==> config.mk <==
export PLATFORM = sky130hd
export DESIGN_NAME = pipeline_ctrl_flat
export DESIGN_NICKNAME = d
export VERILOG_FILES = /design/src/rtl/pipeline_ctrl_if.sv /design/src/rtl/pipeline_ctrl.sv /design/src/flat_wrapper.sv
export SDC_FILE = /design/constraint.sdc
export NUM_CORES = 1
export LEC_CHECK = 0
export ABC_AREA = 1
export CAP_MARGIN = 25
export CORE_ASPECT_RATIO = 1.25
export CORE_MARGIN = 2
export CORE_UTILIZATION = 40
export CTS_BUF_LIST = sky130_fd_sc_hd__clkbuf_8
export DETAILED_ROUTE_END_ITERATION = 16
export PLACE_DENSITY = 0.77
export RECOVER_POWER = 50
export SYNTH_ARGS = -nofsm -noshare
export SYNTH_HDL_FRONTEND = slang
export SYNTH_SLANG_ARGS = --single-unit
==> constraint.sdc <==
create_clock -name clk -period 2.06 [get_ports clk]
set_input_delay 0.309 -clock clk [delete_from_list [all_inputs] [get_ports clk]]
set_output_delay 0.309 -clock clk [all_outputs]
set_load 0.05 [all_outputs]
==> src/rtl/pipeline_ctrl_if.sv <==
// Handshake bundle between the datapath and the stall/flush controller:
// decode/EX hazard fields and the memory handshake in, per-stage control out.
interface pipeline_ctrl_if #(
  parameter int REG_W = 4
);
  logic [REG_W-1:0] id_rs;
  logic [REG_W-1:0] id_rt;
  logic             id_uses_rs;
  logic             id_uses_rt;
  logic             id_halt;
  logic             branch_taken;
  logic             ex_memread;
  logic [REG_W-1:0] ex_rd;
  logic             dmem_req;
  logic             dmem_ack;
  logic             pc_we;
  logic             if_id_we;
  logic             if_id_flush;
  logic             id_ex_flush;
  logic             pipe_we;
  logic             halted;
  logic [15:0]      stall_cycles;

  modport master (
    output id_rs, id_rt, id_uses_rs, id_uses_rt, id_halt, branch_taken,
           ex_memread, ex_rd, dmem_req, dmem_ack,
    input  pc_we, if_id_we, if_id_flush, id_ex_flush, pipe_we, halted, stall_cycles
  );

  modport slave (
    input  id_rs, id_rt, id_uses_rs, id_uses_rt, id_halt, branch_taken,
           ex_memread, ex_rd, dmem_req, dmem_ack,
    output pc_we, if_id_we, if_id_flush, id_ex_flush, pipe_we, halted, stall_cycles
  );
endinterface

==> src/rtl/pipeline_ctrl.sv <==
// Central stall/flush controller for the 5-stage pipeline: load-use stalls,
// branch flushes, data-memory waits, HLT drain and a saturating stall counter.
module pipeline_ctrl #(
  parameter int DRAIN_CYCLES = 3,
  parameter int REG_W        = 4
) (
  input  logic            clk,
  input  logic            rst,
  pipeline_ctrl_if.slave  bus
);
  localparam int CNT_W = $clog2(DRAIN_CYCLES + 1);

  typedef enum logic [1:0] {RUN, MEM_WAIT, DRAIN, HALTED} state_t;

  state_t             state_r, state_nxt_s;
  logic [CNT_W-1:0]   drain_cnt_r, drain_cnt_nxt_s;
  logic [15:0]        stall_cnt_r;
  logic               lu_s, mw_s;
  logic               pc_we_s, if_id_we_s, if_id_flush_s, id_ex_flush_s, pipe_we_s, halted_s;

  // Hazard detection: load-use against the load in EX, and an outstanding data-memory miss
  always_comb begin
    lu_s = bus.ex_memread && (bus.ex_rd != {REG_W{1'b0}}) &&
           ((bus.id_uses_rs && (bus.id_rs == bus.ex_rd)) ||
            (bus.id_uses_rt && (bus.id_rt == bus.ex_rd)));
    mw_s = bus.dmem_req && !bus.dmem_ack;
  end

  // Next-state and per-stage control decode
  always_comb begin
    state_nxt_s     = state_r;
    drain_cnt_nxt_s = drain_cnt_r;
    pc_we_s         = 1'b0;
    if_id_we_s      = 1'b0;
    if_id_flush_s   = 1'b0;
    id_ex_flush_s   = 1'b0;
    pipe_we_s       = 1'b0;
    halted_s        = 1'b0;
    case (state_r)
      RUN, MEM_WAIT: begin
        // MEM_WAIT freezes until ack, then decodes exactly as RUN with the miss cleared
        if ((state_r == RUN) && mw_s) begin
          state_nxt_s = MEM_WAIT;
        end else if ((state_r == MEM_WAIT) && !bus.dmem_ack) begin
          state_nxt_s = MEM_WAIT;
        end else if (lu_s) begin
          state_nxt_s   = RUN;
          id_ex_flush_s = 1'b1;
          pipe_we_s     = 1'b1;
        end else if (bus.branch_taken) begin
          state_nxt_s   = RUN;
          pc_we_s       = 1'b1;
          if_id_we_s    = 1'b1;
          if_id_flush_s = 1'b1;
          pipe_we_s     = 1'b1;
        end else if (bus.id_halt) begin
          state_nxt_s     = DRAIN;
          drain_cnt_nxt_s = CNT_W'(DRAIN_CYCLES - 1);
          if_id_we_s      = 1'b1;
          if_id_flush_s   = 1'b1;
          pipe_we_s       = 1'b1;
        end else begin
          state_nxt_s = RUN;
          pc_we_s     = 1'b1;
          if_id_we_s  = 1'b1;
          pipe_we_s   = 1'b1;
        end
      end
      DRAIN: begin
        if_id_we_s    = 1'b1;
        if_id_flush_s = 1'b1;
        id_ex_flush_s = 1'b1;
        if (mw_s) begin
          pipe_we_s = 1'b0;
        end else if (drain_cnt_r == {CNT_W{1'b0}}) begin
          pipe_we_s   = 1'b1;
          state_nxt_s = HALTED;
        end else begin
          pipe_we_s       = 1'b1;
          drain_cnt_nxt_s = drain_cnt_r - CNT_W'(1);
        end
      end
      HALTED: begin
        halted_s = 1'b1;
      end
      default: begin
        state_nxt_s     = RUN;
        drain_cnt_nxt_s = {CNT_W{1'b0}};
      end
    endcase
  end

  // State and drain counter registers
  always_ff @(posedge clk or posedge rst) begin
    if (rst) begin
      state_r     <= RUN;
      drain_cnt_r <= {CNT_W{1'b0}};
    end else begin
      state_r     <= state_nxt_s;
      drain_cnt_r <= drain_cnt_nxt_s;
    end
  end

  // Saturating count of PC-stalled cycles, frozen once halted
  always_ff @(posedge clk or posedge rst) begin
    if (rst) begin
      stall_cnt_r <= 16'd0;
    end else if (!pc_we_s && (state_r != HALTED) && (stall_cnt_r != 16'hFFFF)) begin
      stall_cnt_r <= stall_cnt_r + 16'd1;
    end else begin
      stall_cnt_r <= stall_cnt_r;
    end
  end

  assign bus.pc_we        = pc_we_s;
  assign bus.if_id_we     = if_id_we_s;
  assign bus.if_id_flush  = if_id_flush_s;
  assign bus.id_ex_flush  = id_ex_flush_s;
  assign bus.pipe_we      = pipe_we_s;
  assign bus.halted       = halted_s;
  assign bus.stall_cycles = stall_cnt_r;
endmodule

==> src/flat_wrapper.sv <==
// flat-port wrapper written by rule: the top's interface ports become plain ports
module pipeline_ctrl_flat 
#(
  parameter int DRAIN_CYCLES = 3,
  parameter int REG_W        = 4
)
  (clk, rst, bus_id_rs, bus_id_rt, bus_id_uses_rs, bus_id_uses_rt, bus_id_halt, bus_branch_taken, bus_ex_memread, bus_ex_rd, bus_dmem_req, bus_dmem_ack, bus_pc_we, bus_if_id_we, bus_if_id_flush, bus_id_ex_flush, bus_pipe_we, bus_halted, bus_stall_cycles);
  pipeline_ctrl_if #(.REG_W(REG_W)) bus_i ();
  input  logic clk;
  input  logic rst;
  input wire logic [$bits(bus_i.id_rs)-1:0] bus_id_rs;
  input wire logic [$bits(bus_i.id_rt)-1:0] bus_id_rt;
  input wire logic [$bits(bus_i.id_uses_rs)-1:0] bus_id_uses_rs;
  input wire logic [$bits(bus_i.id_uses_rt)-1:0] bus_id_uses_rt;
  input wire logic [$bits(bus_i.id_halt)-1:0] bus_id_halt;
  input wire logic [$bits(bus_i.branch_taken)-1:0] bus_branch_taken;
  input wire logic [$bits(bus_i.ex_memread)-1:0] bus_ex_memread;
  input wire logic [$bits(bus_i.ex_rd)-1:0] bus_ex_rd;
  input wire logic [$bits(bus_i.dmem_req)-1:0] bus_dmem_req;
  input wire logic [$bits(bus_i.dmem_ack)-1:0] bus_dmem_ack;
  output wire logic [$bits(bus_i.pc_we)-1:0] bus_pc_we;
  output wire logic [$bits(bus_i.if_id_we)-1:0] bus_if_id_we;
  output wire logic [$bits(bus_i.if_id_flush)-1:0] bus_if_id_flush;
  output wire logic [$bits(bus_i.id_ex_flush)-1:0] bus_id_ex_flush;
  output wire logic [$bits(bus_i.pipe_we)-1:0] bus_pipe_we;
  output wire logic [$bits(bus_i.halted)-1:0] bus_halted;
  output wire logic [$bits(bus_i.stall_cycles)-1:0] bus_stall_cycles;
  assign bus_i.id_rs = bus_id_rs;
  assign bus_i.id_rt = bus_id_rt;
  assign bus_i.id_uses_rs = bus_id_uses_rs;
  assign bus_i.id_uses_rt = bus_id_uses_rt;
  assign bus_i.id_halt = bus_id_halt;
  assign bus_i.branch_taken = bus_branch_taken;
  assign bus_i.ex_memread = bus_ex_memread;
  assign bus_i.ex_rd = bus_ex_rd;
  assign bus_i.dmem_req = bus_dmem_req;
  assign bus_i.dmem_ack = bus_dmem_ack;
  assign bus_pc_we = bus_i.pc_we;
  assign bus_if_id_we = bus_i.if_id_we;
  assign bus_if_id_flush = bus_i.if_id_flush;
  assign bus_id_ex_flush = bus_i.id_ex_flush;
  assign bus_pipe_we = bus_i.pipe_we;
  assign bus_halted = bus_i.halted;
  assign bus_stall_cycles = bus_i.stall_cycles;
  pipeline_ctrl #(.DRAIN_CYCLES(DRAIN_CYCLES), .REG_W(REG_W)) u_core (.clk(clk), .rst(rst), .bus(bus_i));
endmodule
# Word-level counts from Yosys, hierarchy flattened
# Index checks and enable logic that the tools add are counted.
dict set report totals {
  output_inout_bits 22
  register_bits 20
  inputBits 21
  elab_cells 80
}
dict set report classes {
  add_sub_neg 2
  n_eq_ne 15
  muxes 41
  reduce_logical 19
}
# cell n
set ops {}
lappend ops {{2-bit 2-to-1 mux} 14}
lappend ops {{1-bit 2-to-1 mux} 21}
lappend ops {{16-bit by 1-bit adder with 16-bit output, second input constant} 1}
lappend ops {{16-bit != test, second input constant} 1}
lappend ops {{2-bit != test, second input constant} 8}
lappend ops {{1-bit logical AND} 9}
lappend ops {{4-bit == test} 2}
lappend ops {{1-bit case mux with 2 select lines} 4}
lappend ops {{2-bit case mux with 2 select lines} 2}
lappend ops {{8-bit AND reduction} 1}
lappend ops {{2-bit == test, second input constant} 2}
lappend ops {{2-bit zero test} 2}
lappend ops {{4-bit nonzero test} 1}
lappend ops {{3-bit AND reduction} 1}
lappend ops {{2-bit by 1-bit == test with 1-bit output, second input constant} 1}
lappend ops {{1-bit zero test} 2}
lappend ops {{2-bit by 1-bit != test with 1-bit output, second input constant} 1}
lappend ops {{2-bit nonzero test} 1}
lappend ops {{2-bit OR reduction} 1}
lappend ops {{2-bit by 1-bit subtractor with 2-bit output, second input constant} 1}
lappend ops {{1-bit logical OR} 1}

# Logic depth before layout (Yosys ltp)
# Gate-level depths: netlist (run 1).
dict set report logic_depth {
  depth_word 11
  depth_mapped 12
  mapped_depth_nobuf 11
}

# Least setup slack after synthesis (run 1)
# Ideal clock, no wire load.
dict set report synth_path {
  kind {register to output}
  from {register u_core.state_r[1]}
  to {output port bus_pipe_we}
  stages_incl_launch_ff 5
  required_time_ns 1.751
  arrival_time_ns 1.934
  n_path_buf 1
  path_slack_ns -0.183
  cell_sequence {dfrtp_1 > nand2_1 > clkbuf_1 > inv_1 > o22ai_1}
}
dict set report synth_between {
  elab_chain_len 5
  elab_cells_between_ends 9
  classes_between {2 x eq/ne; 3 x mux; 4 x reduce/logical}
}
# element line_no
set synth_rtl {}
lappend synth_rtl {{from (decl)} pipeline_ctrl.sv:15} ;# state_t state_r, state_nxt_s;
lappend synth_rtl {{from (signal assigned)} pipeline_ctrl.sv:99} ;# state_r <= state_nxt_s;
lappend synth_rtl {{2-bit by 1-bit == test with 1-bit output} {pipeline_ctrl.sv:39, pipeline_ctrl.sv:44}}
lappend synth_rtl {{1-bit logical AND} pipeline_ctrl.sv:44} ;# end else if ((state_r == MEM_WAIT) && !bus.dmem_ack) begin
lappend synth_rtl {{1-bit 2-to-1 mux} pipeline_ctrl.sv:44}
lappend synth_rtl {{1-bit 2-to-1 mux} pipeline_ctrl.sv:42} ;# if ((state_r == RUN) && mw_s) begin
lappend synth_rtl {{1-bit case mux with 2 select lines (*)} pipeline_ctrl.sv:39} ;# case (state_r)
lappend synth_rtl {{to (decl)} flat_wrapper.sv:25} ;# output wire logic [$bits(bus_i.pipe_we)-1:0] bus_pipe_we;
# Every way passes the cells marked *; elsewhere a longest branch is shown, timed or not.

# Final worst setup path (run 1)
dict set report layout_path {
  from {input port bus_id_rs[3]}
  to {output port bus_id_ex_flush}
}
dict set report layout_between {
  elab_chain_len 8
}
# element line_no
set layout_rtl {}
lappend layout_rtl {{from (decl)} flat_wrapper.sv:11} ;# input wire logic [$bits(bus_i.id_rs)-1:0] bus_id_rs;
lappend layout_rtl {{4-bit == test} pipeline_ctrl.sv:24} ;# ((bus.id_uses_rs && (bus.id_rs == bus.ex_rd)) ||
lappend layout_rtl {{1-bit logical AND} pipeline_ctrl.sv:24}
lappend layout_rtl {{1-bit logical OR} pipeline_ctrl.sv:24}
lappend layout_rtl {{1-bit logical AND} pipeline_ctrl.sv:23} ;# lu_s = bus.ex_memread && (bus.ex_rd != {REG_W{1'b0}}) &&
lappend layout_rtl {{1-bit 2-to-1 mux} pipeline_ctrl.sv:46} ;# end else if (lu_s) begin
lappend layout_rtl {{1-bit 2-to-1 mux} pipeline_ctrl.sv:44}
lappend layout_rtl {{1-bit 2-to-1 mux} pipeline_ctrl.sv:42}
lappend layout_rtl {{1-bit case mux with 2 select lines} pipeline_ctrl.sv:39}
lappend layout_rtl {{to (decl)} flat_wrapper.sv:24} ;# output wire logic [$bits(bus_i.id_ex_flush)-1:0] bus_id_ex_flush;
# No other way between the ends.

==> results of run 1 <==
## cell type report
class                   count  area (sq um)  share of cell area, %
clock buffers               4          55.1                   2.59
well taps                  39          48.8                   2.29
multi-input cells         167           882                   41.4
repair buffers             48           523                   24.6
inverters                  32           120                   5.64
flip-flops and latches     20           500                   23.5
## what timing repair did
| action | CTS | global route |
|---|---|---|
| pin swaps | 0 | 8 |
| endpoints found under the setup margin | 2 | 4 |
| gates resized for setup | 2 | 16 |
## placed cells by master, fill, tap and decap left out, drive strengths merged, types with 8 or more instances in the layout
cell	count
nor3	8
xor2	8
dfrtp	20
inv	32
dlymetal6s2s	8
nand2	79
clkbuf	8
nor2	24
nand3	14
nand4	17
clkdlybuf4s50	23
buf	8
## registers in the layout (all words and copies together) (netlist names)
| name | flops |
|---|---|
| u_core.bus.stall_cycles | 16 |
| u_core.state_r | 2 |
| u_core.drain_cnt_r | 2 |
## per-layer routing
| layer | global-route usage (%) | vias to the layer above | part of all wire (%) |
|---|---|---|---|
| met2 | 34.3 | 52 | 54 |
| met1 | 20.0 | 717 | 40 |
| met5 | 0 | - | 0 |
| li1 | - | 807 | - |
| met3 | 3.03 | 7 | 4.4 |
| met4 | 7.83 | 0 | 2.3 |
## power by group
part | internal (mW) | switching [mW] | total (mW)
clock | 0.170 | 0.130 | 0.300
combinational | 0.193 | 0.297 | 0.490
sequential | 0.452 | 0.0699 | 0.521
## logic make-up (layout without fill, tap and decap cells)
group                    Yosys count  after routing
AND/OR/NAND/NOR                  142            142
adder cells (fa/ha/maj)            2              2
AO/OA/AOI/OAI                     10             10
buffers and inverters             37             84
flip-flops                        20             20
XOR/XNOR                          13             13
## stage by stage
stage,area [sq um],setup TNS [ns]
2_1_floorplan,1510,0
3_3_place_gp,2050,-0.00497
3_5_place_dp,2050,-0.0598
4_1_cts,2110,-0.0138
5_1_grt,2130,0
6_report,2130,0
## path summary, 6_finish.rpt
kind | to | slack (ns)
max | bus_id_ex_flush | 0.11
min in group asynchronous | u_core.bus.stall_cycles[14]$_DFFE_PP0P_ | 0.81
min reg2reg | u_core.drain_cnt_r[1]$_DFFE_PP0P_ | 0.48
max reg2reg | u_core.bus.stall_cycles[6]$_DFFE_PP0P_ | 0.30
min | u_core.drain_cnt_r[1]$_DFFE_PP0P_ | 0.48
max in group asynchronous | u_core.bus.stall_cycles[2]$_DFFE_PP0P_ | 0.61
## worst register-to-register path, stage by stage (launching register included)
cell	delay, ns
dfrtp_1	0.41
ha_1	0.25
nand3_2	0.15
nor2_4	0.16
nand2_2	0.08
nor2_4	0.13
nand2_4	0.15
nand3_4	0.23
nand2_1	0.08
nand2_1	0.06
==> metrics.txt, run 1 <==
Setup crit start kind=input port; Crit path top cell by count=nand2_1; Critical Path End Type=output pin; Worst path max stage delay=0.49 ns; Hold Path Origin=u_core.drain_cnt_r[1]$_DFFE_PP0P_; Final nets=295; post-synthesis sequential area ratio=33.3%; Max-Cap Viols=0; Routed wire per std cell=11.6 um; GRT overflow=0; IR Drop Worst-Case VDD=0.000238 V; Post-Route WL=3600 um; Max Buffers Root-to-Sink=2; Initial Util=42.4%; Tmin final=1.95 ns; cell with the most instances after synthesis=nand2_1; power per cell area=616 mW/mm^2; area delta synth->final=41.8%; vias post-DR=1583; setup violators final=0; max frequency=512 MHz; Netlist cell types=25; Hold Vio Cnt, Final=0; largest net degree at the start of global routing=21; Syn Std Cell Area=0.00150 sq mm; failing checks=DRC; hold_ws=0.485 ns; DRT Pass-1 Iters=10; number of core rows=24; port bufs=42; Die Y=72.5 um; largest family of logic cells by synthesized area=simple AND/OR/NAND/NOR gates; Tcrit/Tclk final=94.8%; Final Util=60.1%; Synth Area in Simple Gates=43.9%; fraction of layout cells with a size suffix above 1=10.3%; status=complete, but fails checks; Setup Fix Bufs, Post-CTS=0; Pleak=1.11 nW; Critical path buffers and inverters=3; critical path depth=10; vias in the first global route=1504; Post-synth ARST share=100%; max-slew violation count=0; fill count=323; CTS root buffer=clkbuf_8; post-placement cell count=306; mux contribution to synthesized area=0%; ANT cells=0; complex-gate fraction of the synthesized area=3.58%; worst r2r path cells=9; GPL Wtd Cong=0.824; slowest cell on the critical path=clkdlybuf4s50_1; DRT iter0 DRCs=60; Critical path origin=bus_id_rs[3]; Worst Path Max Fanout=3; ys flop type=dfrtp_1; Syn Nets=247; most frequent cells after synthesis=nand2_1 (76), inv_1 (31), nor2_1 (22); cell count after synthesis=224; Die Span X=58.8 um; FF+latch count, synth=20; worst min path class=reg -> reg; crit path DAT=1.64 ns; Synth area leaders=dfrtp_1 (33%), nand2_1 (19%), inv_1 (7.8%); DP Worst Slack=-0.0334 ns; worst hold path cell count=2; CTS sink cnt=20; Synth Area in XOR/XNOR=7.58%; Clock transition at path regs=0.07 ns; Via-to-Cell Ratio=5.11; Post-DRT Antenna Nets=0; CP delay by family, top=buffers and inverters; RSZ-0062 raised after global routing=no; Post-synth EDFFs=0; DIE AREA=0.00426 sq mm; kind of critical path=in -> out; cell accounting for the most synthesized area=dfrtp_1; worst-path cell chain=clkdlybuf4s50_1 > inv_1 > nand2_1 > nand2_1 > nor2_1 > nand3_1 > nand2_1 > nand3_2 > o21ai_2 > buf_12; CTS hold repair buffers=0; initial antenna violation count=0; post-synth top area share=33.3%; Worst-Skew Late Latency=0.26 ns; CTS Buf Count=3; actual slew at the worst max-slew pin=1.07 ns; FF-to-FF Start=u_core.bus.stall_cycles[1]$_DFFE_PP0P_; non-filler instance count after layout=310; Pwr Total=1.31 mW; first-pass GRT wire length=6200 um; DRC=3; CP Data Required Time=1.75 ns; area share of fa/ha/maj cells after synthesis=1.67%; CTS tree=yes; I/O Pins=43; headroom to the max-slew limit=28.9%; core area=0.00354 sq mm; H-tree depth=1; worst setup margin=0.106 ns; syn_area_per_cell=6.70 sq um; YS warnings=0; Setup Skew=0.00145 ns; total global-route track usage=18.4%; DP HPWL=2680 um
No activity file was read; power rests on OpenSTA's default activity.
==> run 2: changes to the inputs <==
--- a/config.mk
+++ b/config.mk
@@ -11,6 +11,7 @@
 export CORE_MARGIN = 2
 export CORE_UTILIZATION = 40
 export CTS_BUF_LIST = sky130_fd_sc_hd__clkbuf_8
+export CTS_CLUSTER_SIZE = 10
 export DETAILED_ROUTE_END_ITERATION = 16
 export PLACE_DENSITY = 0.77
 export RECOVER_POWER = 50
==> results of run 2 <==
The final DEF is identical to that of run 1; final timing and power are the same.
